--- src/rtl/bcd_conversion_arbiter.sv ---
// bcd_conversion_arbiter: round-robin arbiter sharing one binary-to-BCD converter
// among NUM_REQ requesters, with converter timeout and abandoned-request suppression.
module bcd_conversion_arbiter #(
    parameter int NUM_REQ        = 2,
    parameter int INPUT_WIDTH    = 37,
    parameter int DECIMAL_DIGITS = 11,
    parameter int TIMEOUT_CYCLES = 4096
) (
    input  logic                           i_clk,
    input  logic                           i_reset,
    input  logic [NUM_REQ-1:0]             i_req,
    input  logic [NUM_REQ*INPUT_WIDTH-1:0] i_binary,
    output logic [NUM_REQ-1:0]             o_grant,
    output logic [NUM_REQ-1:0]             o_done,
    output logic                           o_error,
    output logic [4*DECIMAL_DIGITS-1:0]    o_bcd,
    output logic                           o_conv_start,
    output logic [INPUT_WIDTH-1:0]         o_conv_binary,
    input  logic                           i_conv_done,
    input  logic [4*DECIMAL_DIGITS-1:0]    i_conv_bcd
);
    localparam int W  = 4 * DECIMAL_DIGITS;
    localparam int IW = NUM_REQ > 1 ? $clog2(NUM_REQ) : 1;
    localparam int CW = $clog2(TIMEOUT_CYCLES + 1);
    typedef enum logic [1:0] {IDLE, START, WAIT, DELIVER} state_t;
    state_t                 state_q, state_d;
    logic [NUM_REQ-1:0]     grant_q, grant_d;
    logic [IW-1:0]          idx_q, idx_d, last_q, last_d;
    logic [CW-1:0]          cnt_q, cnt_d;
    logic                   err_q, err_d, keep_q, keep_d;
    logic [INPUT_WIDTH-1:0] bin_q, bin_d;
    logic [W-1:0]           bcd_q, bcd_d;
    logic                   found;
    logic [IW-1:0]          win, cand;
    logic                   deliver_ok;
    // search upward from the requester after the last one served, wrapping
    always_comb begin
        found = 1'b0;
        win   = last_q;
        cand  = last_q;
        for (int i = 1; i <= NUM_REQ; i++) begin
            cand = IW'((int'(last_q) + i) % NUM_REQ);
            if (!found && i_req[cand]) begin
                found = 1'b1;
                win   = cand;
            end
        end
    end
    always_comb begin
        state_d = state_q;
        grant_d = grant_q;
        idx_d   = idx_q;
        last_d  = last_q;
        cnt_d   = cnt_q;
        err_d   = err_q;
        keep_d  = keep_q & |(i_req & grant_q);
        bin_d   = bin_q;
        bcd_d   = bcd_q;
        case (state_q)
            IDLE: begin
                if (found) begin
                    grant_d = NUM_REQ'(1) << win;
                    idx_d   = win;
                    bin_d   = i_binary[win*INPUT_WIDTH +: INPUT_WIDTH];
                    err_d   = 1'b0;
                    keep_d  = 1'b1;
                    state_d = START;
                end
            end
            START: begin
                cnt_d   = '0;
                state_d = WAIT;
            end
            WAIT: begin
                cnt_d = cnt_q + 1'b1;
                if (i_conv_done) begin
                    bcd_d   = i_conv_bcd;
                    state_d = DELIVER;
                end else if (cnt_q == CW'(TIMEOUT_CYCLES - 1)) begin
                    err_d   = 1'b1;
                    state_d = DELIVER;
                end
            end
            default: begin
                last_d  = idx_q;
                grant_d = '0;
                state_d = IDLE;
            end
        endcase
    end
    always_ff @(posedge i_clk or posedge i_reset) begin
        if (i_reset) begin
            state_q <= IDLE;
            grant_q <= '0;
            idx_q   <= '0;
            last_q  <= IW'(NUM_REQ - 1);
            cnt_q   <= '0;
            err_q   <= 1'b0;
            keep_q  <= 1'b0;
            bin_q   <= '0;
            bcd_q   <= '0;
        end else begin
            state_q <= state_d;
            grant_q <= grant_d;
            idx_q   <= idx_d;
            last_q  <= last_d;
            cnt_q   <= cnt_d;
            err_q   <= err_d;
            keep_q  <= keep_d;
            bin_q   <= bin_d;
            bcd_q   <= bcd_d;
        end
    end
    // a requester that let go at any point after grant gets no done pulse
    assign deliver_ok    = (state_q == DELIVER) && keep_q && |(i_req & grant_q);
    assign o_done        = deliver_ok ? grant_q : '0;
    assign o_error       = deliver_ok & err_q;
    assign o_grant       = grant_q;
    assign o_bcd         = bcd_q;
    assign o_conv_start  = state_q == START;
    assign o_conv_binary = bin_q;
endmodule

--- config.mk ---
export PLATFORM = sky130hd
export DESIGN_NAME = bcd_conversion_arbiter
export DESIGN_NICKNAME = d
export VERILOG_FILES = /design/src/rtl/bcd_conversion_arbiter.sv
export SDC_FILE = /design/constraint.sdc
export NUM_CORES = 1
export LEC_CHECK = 0
export BUFFER_PORTS_ARGS = -buffer_cell sky130_fd_sc_hd__buf_2
export CAP_MARGIN = 25
export CORE_ASPECT_RATIO = 1.5
export CORE_MARGIN = 2
export CORE_UTILIZATION = 46
export DETAILED_ROUTE_END_ITERATION = 8
export GPL_TIMING_DRIVEN = 0
export PLACE_DENSITY = 0.9
export SLEW_MARGIN = 20
export SYNTH_ARGS = -nofsm -noshare
export SYNTH_HDL_FRONTEND = slang
export SYNTH_SLANG_ARGS = --single-unit
--- constraint.sdc ---
create_clock -name i_clk -period 4.35 [get_ports i_clk]
set_clock_uncertainty 0.2 [all_clocks]
set_input_delay 0.87 -clock i_clk [delete_from_list [all_inputs] [get_ports i_clk]]
set_output_delay 0.87 -clock i_clk [all_outputs]
set_load 0.01 [all_outputs]
==> impl_metrics.csv <==
group,metric,value,unit
status,status,"finished, final reports clean",
sta,period_minus_slack,2700,ps
synth,synth_area,4300,sq um
finish,syn2layout_area_growth,35.2,%
worst_setup_path,timing.critical_path.mode_cell,"buf_2",
cts,cts_tree,"built",
finish,seq_area,2550,sq um
cts,holdBufCountCts,0,
worst_setup_path,ff2ff_setup_slack,1790,ps
worst_setup_path,critical-path-slowest-cell,"a22oi_1",
synth,ys_ff_latch,102,
floorplanning,die_h,122,um
cts,post_cts_buffers,0,
finish,instances_no_fill,718,
worst_setup_path,regToRegStartpoint,"state_q[0]",
worst_setup_path,path_class,"in2out",
synth,async_reset_ff_frac,1.00,
worst_setup_path,critPathMaxFanout,7,
placement,dpl.cell_count,702,
synth,synth_seq_area_share,0.593,
global_routing,grt_max_degree,58,
sta,setup_violations,0,
placement,port-buffer-count,209,
detailed_routing,routed_wl,10600,um
detailed_routing,drt-pass1-iter-count,5,
worst_setup_path,critPathRequiredTime,3280,ps
cts,clkSinkCount,102,
worst_setup_path,critPathLaunchType,"primary input",
synth,ys.flop_type,"dfrtp_1",
cts,cts_resized,0,
finish,diodes,0,
floorplanning,io_pins,210,
sta,hold_viol,0,
sta,max_freq,370,MHz
power_and_ir_drop,ir_drop,0.383,mV
synth,synth_edf_count,0,
cts,clockRootBuffer,"clkbuf_16",
sta,fin_crit_sh,0.621,
worst_setup_path,end_kind,"output port",
detailed_routing,ant_nets,0,
sta,rsz0062_at_grt,"false",
detailed_routing,drc,0,
sta,relSlewSlack,0.658,
finish,drive_above_1_share,0.455,
worst_setup_path,crit_chain,"buf_2 > a22oi_1 > nor2_1 > and2_1 > buf_2",
synth,syn-num-nets,509,
power_and_ir_drop,p_per_area,685,nW/um^2
detailed_routing,via_count,3674,
synth,postSynthAreaPerCell,11.3,sq um
run,drv_cap,0,
cts,cts_max_level,3,
worst_hold_path,min_from,"o_conv_binary[14]",
detailed_routing,wl_per_cell,14.8,um
synth,synth.distinct_cells,32,
floorplanning,die_w,83.0,um
cts,numCtsBuffers,9,
floorplanning,fp.dieArea,10200,sq um
detailed_routing,drt_iter0_markers,136,
finish,fill_cells,746,
cts,clk_pin_slew,70,ps
detailed_routing,drt-vias-per-instance,5.12,
finish,utilization,0.632,
floorplanning,core_region_area,9200,sq um
worst_setup_path,arrival,1630,ps
finish,multi_input_area,1620,sq um
cts,worstSkewPairLatency,340,ps
worst_hold_path,hold_path_class,"reg2reg",
global_routing,antenna_found_initial,0,
placement,routabilityCongestion,0.790,
finish,fin_nets,730,
synth,yosysWarningCount,0,
placement,dp_hpwl,8340,um
sta,tightestPinTransition,513,ps
sta,drv_slew,0,
synth,synthCells,380,
global_routing,globalRouteTotalUtil,0.209,
cts,clockBufferDepth,2,
global_routing,grt_pass1_wl,17200,um
global_routing,grt_pass1_vias,3805,
floorplanning,num_rows,43,
floorplanning,start_util,0.468,
worst_setup_path,max_stage_delay,250,ps
global_routing,grt_overflow,0,
worst_setup_path,crit_path_start,"i_req[0]",
power_and_ir_drop,p_leak,3.05,nW
layout make-up:
cell class / instances / area share
Multi-Input combinational cell: 244 / 0.279
Tap cell: 112 / 0.0241
Clock buffer: 11 / 0.0434
Inverter: 13 / 0.00925
Timing Repair Buffer: 210 / 0.185
Sequential cell: 102 / 0.439
Buffer: 21 / 0.0135
Clock inverter: 5 / 0.00731
report_power, final:
part           internal (mW)  switching [mW]  total (mW)
registers               1.37           0.220        1.59
logic                  0.726           0.893        1.62
clock network          0.424           0.356       0.781
registers in the layout, summed over array words and instances (netlist names):
register and flops:
o_conv_binary 37, o_grant 2, cnt_q 13, last_q 1
o_bcd 44, err_q 1, state_q 2, keep_q 1
idx_q 1
placed cells by master (no fill, tap or decap), types with 2 or more instances in the layout:
master     instances
buf_2            209
dfrtp_1          101
nand2_1           87
mux2_2            46
a22oi_1           38
clkbuf_1          19
inv_1             12
o21ai_0            9
clkbuf_16          9
nand3_1            8
nor2_1             7
xnor2_1            6
a21oi_1            6
ha_1               6
nor3_1             5
nor2b_1            3
o22ai_1            3
clkinv_4           3
nor4_1             2
a22o_1             2
a21o_1             2
or3_1              2
and2_1             2
inv_6              2
buf_1              2
clkbuf_8           2
cells by family (layout without fill, tap and decap cells):
logic type	count (synthesis)	after routing	synth area share
and+or+nand+nor	122	122	0.123
xor gates and xnor gates	6	6	0.0122
AOI/OAI and AO/OA	63	63	0.102
muxes	47	47	0.123
DFF	102	102	0.593
adders and majority gates	6	6	0.0174
buffers and inverters	34	260	0.0297
stage by stage:
stage | total power [mW] | worst slack (ps) | hold WS, ps | TNS (ps) | cell area, sq um
final | 3.99 | 1650 | 260 | 0 | 5820
after global routing | 4.25 | 1570 | 288 | 0 | 5820
after CTS | 4.02 | 1660 | 265 | 0 | 5820
after detailed placement | 3.24 | 1660 | 250 | 0 | 5520
after global placement | 3.14 | -334 | 245 | -33440 | 5490
after floorplan | 2.55 | 606 | 258 | 0 | 4300
synthesized netlist by cell type (2+ instances only):
master	count	area share
inv_1	13	0.011
nor2_1	7	0.0061
nand3_1	8	0.0093
a22oi_1	38	0.066
o22ai_1	3	0.0044
and2_1	2	0.0029
nor4_1	2	0.0029
clkbuf_1	19	0.017
xnor2_1	6	0.012
a21oi_1	6	0.0070
mux2_2	46	0.12
buf_1	2	0.0017
nor2b_1	3	0.0044
or3_1	2	0.0029
nor3_1	5	0.0058
ha_1	6	0.017
a21o_1	2	0.0035
dfrtp_1	101	0.59
o21ai_0	9	0.010
nand2_1	87	0.076
a22o_1	2	0.0041
critical path: cells and delay by family:
family	cells	cell delay, ps
simple gates	2	240
buf+inv	2	270
compound gates	1	250
worst paths after layout:
path | to | cells past startpoint
min in group asynchronous | o_bcd[26] | 2
max in group asynchronous | last_q | 3
max reg2reg | o_conv_binary[27] | 8
max | o_error | 5
min reg2reg | o_conv_binary[14] | 2
min | o_conv_binary[14] | 2
layer usage:
metal | up-vias | GRT usage | part of all wire | wire, um
met2 | 146 | 0.393 | 0.55 | 5820
met3 | 19 | 0.0336 | 0.053 | 565
li1 | 1755 | - | - | -
met5 | - | 0 | 0 | 0
met1 | 1754 | 0.232 | 0.38 | 3990
met4 | 0 | 0.0953 | 0.022 | 236
(Power assumes the default switching activity.)
